## src/rtl/hs_ram_arbiter.sv

```systemverilog
// hs_ram_arbiter: shares the main-CPU work RAM port between the Z80 and the hiscore engine
//   clk_sys, reset (async, active-high)
//   cpu_addr/cpu_din/cpu_cs/cpu_we -> cpu_dout : CPU side of the RAM port
//   hs_address/hs_data_in/hs_write/hs_intent_read/hs_intent_write -> hs_data_out : hiscore side
//   hs_pause -> pause module, paused <- pause module acknowledge
//   hs_grant : hiscore currently owns the RAM port
//   ram_addr/ram_din/ram_we -> work RAM, ram_dout <- work RAM
module hs_ram_arbiter #(
   parameter int AW    = 16,
   parameter int DW    = 8,
   parameter int GUARD = 2
) (
   input  logic          clk_sys,
   input  logic          reset,
   input  logic [AW-1:0] cpu_addr,
   input  logic [DW-1:0] cpu_din,
   input  logic          cpu_cs,
   input  logic          cpu_we,
   output logic [DW-1:0] cpu_dout,
   input  logic [AW-1:0] hs_address,
   input  logic [DW-1:0] hs_data_in,
   input  logic          hs_write,
   input  logic          hs_intent_read,
   input  logic          hs_intent_write,
   output logic [DW-1:0] hs_data_out,
   output logic          hs_pause,
   input  logic          paused,
   output logic          hs_grant,
   output logic [AW-1:0] ram_addr,
   output logic [DW-1:0] ram_din,
   output logic          ram_we,
   input  logic [DW-1:0] ram_dout
);
   localparam int GW = (GUARD > 0) ? $clog2(GUARD + 1) : 1;
   localparam logic [GW-1:0] G_LOAD = GW'(GUARD);
   localparam logic [GW-1:0] G_ONE  = GW'(1);
   localparam logic [2:0] S_CPU  = 3'd0;
   localparam logic [2:0] S_PREQ = 3'd1;
   localparam logic [2:0] S_GIN  = 3'd2;
   localparam logic [2:0] S_HS   = 3'd3;
   localparam logic [2:0] S_GOUT = 3'd4;
   // with no guard the gap states are skipped entirely
   localparam logic [2:0] S_IN  = (GUARD == 0) ? S_HS  : S_GIN;
   localparam logic [2:0] S_OUT = (GUARD == 0) ? S_CPU : S_GOUT;
   logic          intent;
   logic [2:0]    state, state_nx;
   logic [GW-1:0] gcnt, gcnt_nx;
   assign intent = hs_intent_read | hs_intent_write;
   always_comb begin
      state_nx = state;
      gcnt_nx  = gcnt;
      case (state)
         S_CPU:  state_nx = intent ? S_PREQ : S_CPU;
         S_PREQ: begin
            if (!intent) state_nx = S_CPU;
            else if (paused) begin
               state_nx = S_IN;
               gcnt_nx  = G_LOAD;
            end
         end
         S_GIN: begin
            if (!paused) begin
               state_nx = S_PREQ;
               gcnt_nx  = '0;
            end else begin
               gcnt_nx  = gcnt - G_ONE;
               state_nx = (gcnt == G_ONE) ? S_HS : S_GIN;
            end
         end
         S_HS: begin
            if (!intent) begin
               state_nx = S_OUT;
               gcnt_nx  = G_LOAD;
            end else if (!paused) state_nx = S_PREQ;
         end
         S_GOUT: begin
            gcnt_nx  = gcnt - G_ONE;
            state_nx = (gcnt == G_ONE) ? S_CPU : S_GOUT;
         end
         default: begin
            state_nx = S_CPU;
            gcnt_nx  = '0;
         end
      endcase
   end
   always_ff @(posedge clk_sys or posedge reset) begin
      if (reset) begin
         state       <= S_CPU;
         gcnt        <= '0;
         hs_pause    <= 1'b0;
         hs_grant    <= 1'b0;
         hs_data_out <= '0;
      end else begin
         state       <= state_nx;
         gcnt        <= gcnt_nx;
         hs_pause    <= state_nx != S_CPU;
         hs_grant    <= state_nx == S_HS;
         hs_data_out <= hs_grant ? ram_dout : hs_data_out;
      end
   end
   assign ram_addr = hs_grant ? hs_address : cpu_addr;
   assign ram_din  = hs_grant ? hs_data_in : cpu_din;
   // a hiscore write in the cycle the pause drops out is suppressed, since the CPU may already be running
   assign ram_we   = hs_grant ? hs_write & paused : (state == S_CPU) & cpu_cs & cpu_we & ~paused;
   assign cpu_dout = ram_dout;
endmodule
```

## config.mk

```make
export PLATFORM = sky130hd
export DESIGN_NAME = hs_ram_arbiter
export DESIGN_NICKNAME = d
export VERILOG_FILES = /design/src/rtl/hs_ram_arbiter.sv
export SDC_FILE = /design/constraint.sdc
export NUM_CORES = 1
export LEC_CHECK = 0
export ABC_AREA = 1
export CAP_MARGIN = 30
export CORE_ASPECT_RATIO = 0.5
export CORE_MARGIN = 1.5
export CORE_UTILIZATION = 32
export CTS_CLUSTER_SIZE = 16
export DETAILED_ROUTE_END_ITERATION = 8
export PLACE_DENSITY = 0.83
export SLEW_MARGIN = 0
export SYNTH_ARGS = -nofsm -noshare
export SYNTH_HDL_FRONTEND = slang
export SYNTH_SLANG_ARGS = --single-unit
```

## constraint.sdc

```tcl
create_clock -name clk_sys -period 2.4 [get_ports clk_sys]
set_clock_uncertainty 0.1 [all_clocks]
set_input_delay 0.24 -clock clk_sys [delete_from_list [all_inputs] [get_ports clk_sys]]
set_output_delay 0.24 -clock clk_sys [all_outputs]
set_load 0.03 [all_outputs]
```

# Yosys cells after proc, flatten, opt, wreduce, memory -nomap -nowiden
# Cells that the tools add are included.
totals:
  register_bits: 15
  in_bits: 64
  elab_cells: 42
op_classes:
  add_sub_neg: 1
  n_eq_ne: 9
  n_mux: 17
  bitwise: 7
  n_reduce_logical: 3
op_table:
  columns: ["op", "count"]
  rows:
  - ["16-bit two-way mux", 1]
  - ["3-bit two-way mux", 5]
  - ["3-bit case mux with 5 select lines", 1]
  - ["2-bit two-way mux", 5]
  - ["2-bit case mux with 5 select lines", 1]
  - ["3-bit by 2-bit equality test with 1-bit output (second input constant)", 3]
  - ["8-bit two-way mux", 1]
  - ["2-bit != test (second input constant)", 3]
  - ["1-bit AND", 4]
  - ["4-bit AND reduction", 1]
  - ["3-bit by 1-bit equality test with 1-bit output (second input constant)", 1]
  - ["3-bit equality test (second input constant)", 1]
  - ["3-bit zero test", 1]
  - ["1-bit two-way mux", 3]
  - ["3-bit nonzero test", 1]
  - ["2-bit by 1-bit equality test with 1-bit output (second input constant)", 1]
  - ["1-bit inverter", 2]
  - ["2-bit by 1-bit subtractor with 2-bit output (second input constant)", 1]
  - ["1-bit OR", 1]

# Longest topological paths before layout
logic_depth:
  depth_word: 5
  mapped_depth: 8
  mapped_depth_nobuf: 8

# Worst setup path after synthesis
# OpenSTA, ideal clock, no wires.
synth_timing:
  path_type: "register to output"
  start: "reg hs_grant"
  end: "out ram_we"
  arrival_time_ns: 1.540
  t_required_ns: 2.060
  setup_slack_ns: 0.520
  path_stages_with_launch: 5
  path_buffers: 1
  path_cell_list: "dfrtp_1 -> buf_2 -> inv_1 -> nand4_1 -> o21ai_0"
synth_via:
  elab_chain_len: 1
synth_lines:
  columns: ["item", "line_no", "rtl"]
  rows:
  - ["start, declared", "28", "output logic hs_grant,"]
  - ["start signal, assigned", "91", "hs_grant <= 1'b0;"]
  - ["start signal, assigned", "97", "hs_grant <= state_nx == S_HS;"]
  - ["1-bit two-way mux", "104", "assign ram_we = hs_grant ? hs_write & paused : (state == S_CPU) & cpu_cs & cpu_we & ~paused;"]
  - ["end, declared", "31", "output logic ram_we,"]
# Every way passes these cells.

# Worst setup path after layout
layout_timing:
  start: "reg hs_grant"
  end: "out ram_din[5]"
layout_via:
  elab_chain_len: 1
layout_lines:
  columns: ["item", "line_no", "rtl"]
  rows:
  - ["8-bit two-way mux", "102", "assign ram_din = hs_grant ? hs_data_in : cpu_din;"]
  - ["end, declared", "30", "output logic [DW-1:0] ram_din,"]
# Every way passes these cells.

==> metrics.log <==
INFO  metric result_of_the_run = finished, final reports clean
INFO  metric place.detailed.hpwl = 3060 um
INFO  metric drt_first_pass_iters = 4
INFO  metric setup_violators_final = 0
INFO  metric crit_path_max_fanout = 18
INFO  metric htreeDepth = 1
INFO  metric yosys.cell_count.top_type = sky130_fd_sc_hd__nand2_1
INFO  metric grt_antenna_before_repair = 0
INFO  metric initialDrtViolationCount = 32
INFO  metric synth_top_area_share = 0.383
INFO  metric critical-path-top-cell-by-count = sky130_fd_sc_hd__nand2_1
INFO  metric wl = 3630 um
INFO  metric fp.dieArea = 3840 sq um
INFO  metric place_area = 2140 sq um
INFO  metric cts_root_buf = sky130_fd_sc_hd__clkbuf_8
INFO  metric antenna_cells = 0
INFO  metric post_syn_instances = 186
INFO  metric finalPower = 0.00214 W
INFO  metric aggregate_global_routing_overflow = 0
INFO  metric dr_total_vias = 1430
INFO  metric setup.worst_path.start_class = flip-flop
INFO  metric power.leakage = 1.08 nW
INFO  metric tritoncts = done
INFO  metric timing.hold.ws = 0.240 ns
INFO  metric clk_pin_slew = 0.06 ns
INFO  metric syn_warnings = 0
INFO  metric drc = 0
INFO  metric synth-edff-count = 0
INFO  metric maxClockFrequency = 484 MHz
INFO  metric grt_start_max_net_pins = 23
INFO  metric die_h = 44.6 um
INFO  metric maxSlewHeadroom = 0.634
INFO  metric cp_slowest_stage_delay = 0.66 ns
INFO  metric post_cts.repair.setup_buffers = 0
INFO  metric ctsLongestPathBuffers = 2
INFO  metric p_int = 0.00110 W
INFO  metric via_count_of_the_first_global_routing_pass = 1261
INFO  metric class_of_the_tightest_hold_or_removal_check = input port to async pin
INFO  metric worst_slew_pin_slew = 0.548 ns
INFO  metric mappedNetlistNets = 251
INFO  metric place_congestion = 0.848
INFO  metric dominantRegCellSynth = sky130_fd_sc_hd__dfrtp_1
INFO  metric grt_pass1_wl = 5690 um
INFO  metric cellPowerDensity = 976 nW/um^2
INFO  metric clock-sinks = 15
INFO  metric async_set_reset_flop_share_out_of_synthesis = 1.00
INFO  metric cell_area_after_synthesis = 1110 sq um
INFO  metric end_kind = primary output
INFO  metric report.final.slew_viol_count = 0
INFO  metric fin_cells = 324
INFO  metric power.share.switching = 0.487
INFO  metric netlist.top_cell.by_area = sky130_fd_sc_hd__nand2_1
INFO  metric syn_avg_cell_area = 5.95 sq um
INFO  metric routed_wire_length_per_instance = 11.2 um
INFO  metric hold_viol = 0
INFO  metric synth_seq_area_share = 0.339
INFO  metric design_area = 2190 sq um
INFO  metric worst_skew_pair.late_latency = 0.24 ns
INFO  metric timing_worst_setup_path_type = flip-flop to primary output
INFO  metric start_util = 0.351
INFO  metric placed_cells = 320
INFO  metric ir_worst_vdd = 0.537 mV
INFO  metric area_growth = 98.0%
INFO  metric post_route_cells_drive_above_1_share = 0.0493
INFO  metric route.antenna.remaining_nets = 0
INFO  metric worst_r2r_path_depth = 7
INFO  metric crit_slowest_cell = sky130_fd_sc_hd__clkdlybuf4s50_1
INFO  metric groute.usage.overall = 0.187
INFO  metric endpoint_required_time_on_the_critical_path = 2.06 ns
INFO  metric critical_path_arrival = 1.73 ns
INFO  metric post_synth_main_area_contributors = sky130_fd_sc_hd__nand2_1 38%, sky130_fd_sc_hd__dfrtp_1 34%, sky130_fd_sc_hd__buf_4 6.1%
INFO  metric layout.area.seq = 375 sq um
INFO  metric finalNetCount = 350
INFO  metric cts-buffers-inserted = 3
INFO  metric rows = 14
INFO  metric top_post_synthesis_cells_by_count = 113 x sky130_fd_sc_hd__nand2_1, 15 x sky130_fd_sc_hd__dfrtp_1, 11 x sky130_fd_sc_hd__inv_1, 11 x sky130_fd_sc_hd__nand3_1, 9 x sky130_fd_sc_hd__buf_4
INFO  metric synth_cell_type_count = 16
INFO  metric synth_seq_cells = 15
INFO  metric post_cts_resize_count = 0
INFO  metric multi_input_area = 582 sq um
INFO  metric seqPwrFrac = 0.206
INFO  metric cts_hold_buf = 0
INFO  metric ios = 107
INFO  metric maxCapViolCount = 0
INFO  metric power.combinational.fraction = 0.701
INFO  metric dieWidth = 86.1 um
INFO  metric p_clk_frac = 0.093
INFO  metric timing.critical_path.cells = inv_1 > buf_4 > nand2_1 > nand2_1 > clkdlybuf4s50_1
INFO  metric period_minus_slack = 2.07 ns
INFO  metric core_area = 3150 sq um
INFO  metric rsz0062_at_grt = false
INFO  metric tcrit_tclk_final = 0.861
INFO  metric n_fill_cell = 261
INFO  metric route.detailed.vias_per_inst = 4.41
INFO  metric p_sw = 0.00104 W
INFO  metric finalSetupTns = 0 ns
INFO  metric io_buffer_count = 106
-- layout by cell type, fill, tap and decap left out, drive strengths merged --
| cell | count |
|---|---|
| a21oi | 1 |
| nand3 | 11 |
| a21o | 1 |
| o21ai | 2 |
| ha | 1 |
| buf | 5 |
| inv | 13 |
| nand2 | 113 |
| nor2 | 10 |
| nand4 | 3 |
| clkdlybuf4s50 | 105 |
| clkbuf | 4 |
| dfrtp | 15 |
-- critical path, delay by kind of cell (launching register included) --
family / cells / cell delay, ns
buffers and inverters: 3 / 0.94
flip-flops: 1 / 0.39
AND/OR/NAND/NOR: 2 / 0.14
-- power by group through the flow --
stage | registers (W) | clock network (W) | logic, W
floorplan | 0.000587 | 0 | 0.000748
global placement | 0.000437 | 0 | 0.00148
detailed placement | 0.000442 | 0 | 0.00151
CTS | 0.000438 | 0.000204 | 0.00151
global route | 0.000452 | 0.000220 | 0.00161
finish | 0.000441 | 0.000198 | 0.00150
-- layout make-up --
type	instances	area share
inverters	13	0.0223
flip-flops and latches	15	0.171
repair buffers	110	0.497
well taps	40	0.0229
clock buffers	4	0.0206
multi-input cells	142	0.266
-- sequential cells by signal (all words and copies together), names as in the netlist --
name	flops
state	3
hs_grant	1
hs_data_out	8
hs_pause	1
gcnt	2
-- per-layer routing --
layer	wire length (um)	track usage
met3	196	0.0373
met4	44	0.0677
met1	1410	0.199
met2	1980	0.376
met5	0	0
-- path summary, 6_finish.rpt --
check	startpoint	end	slack [ns]
worst max register to register	gcnt[0]	gcnt[1]	1.10
worst min-delay path	reset	gcnt[1]	0.24
max in group asynchronous	reset	hs_grant	1.60
worst max-delay path	hs_grant	ram_din[5]	0.33
worst min register to register	hs_data_out[3]	hs_data_out[3]	0.36
min in group clk_sys	hs_data_out[3]	hs_data_out[3]	0.36
-- logic make-up after synthesis --
family                   synth area share
adder cells (fa/ha/maj)            0.0113
AO/OA/AOI/OAI                      0.0238
AND/OR/NAND/NOR                     0.491
flip-flops                          0.339
buffers and inverters               0.135
-- through the flow --
stage	util	setup WS, ns
floorplan	-	0.520
global placement	0.680	0.573
detailed placement	0.680	0.566
CTS	0.694	0.319
global route	0.694	0.232
finish	0.694	0.333
(Power assumes the default switching activity.)
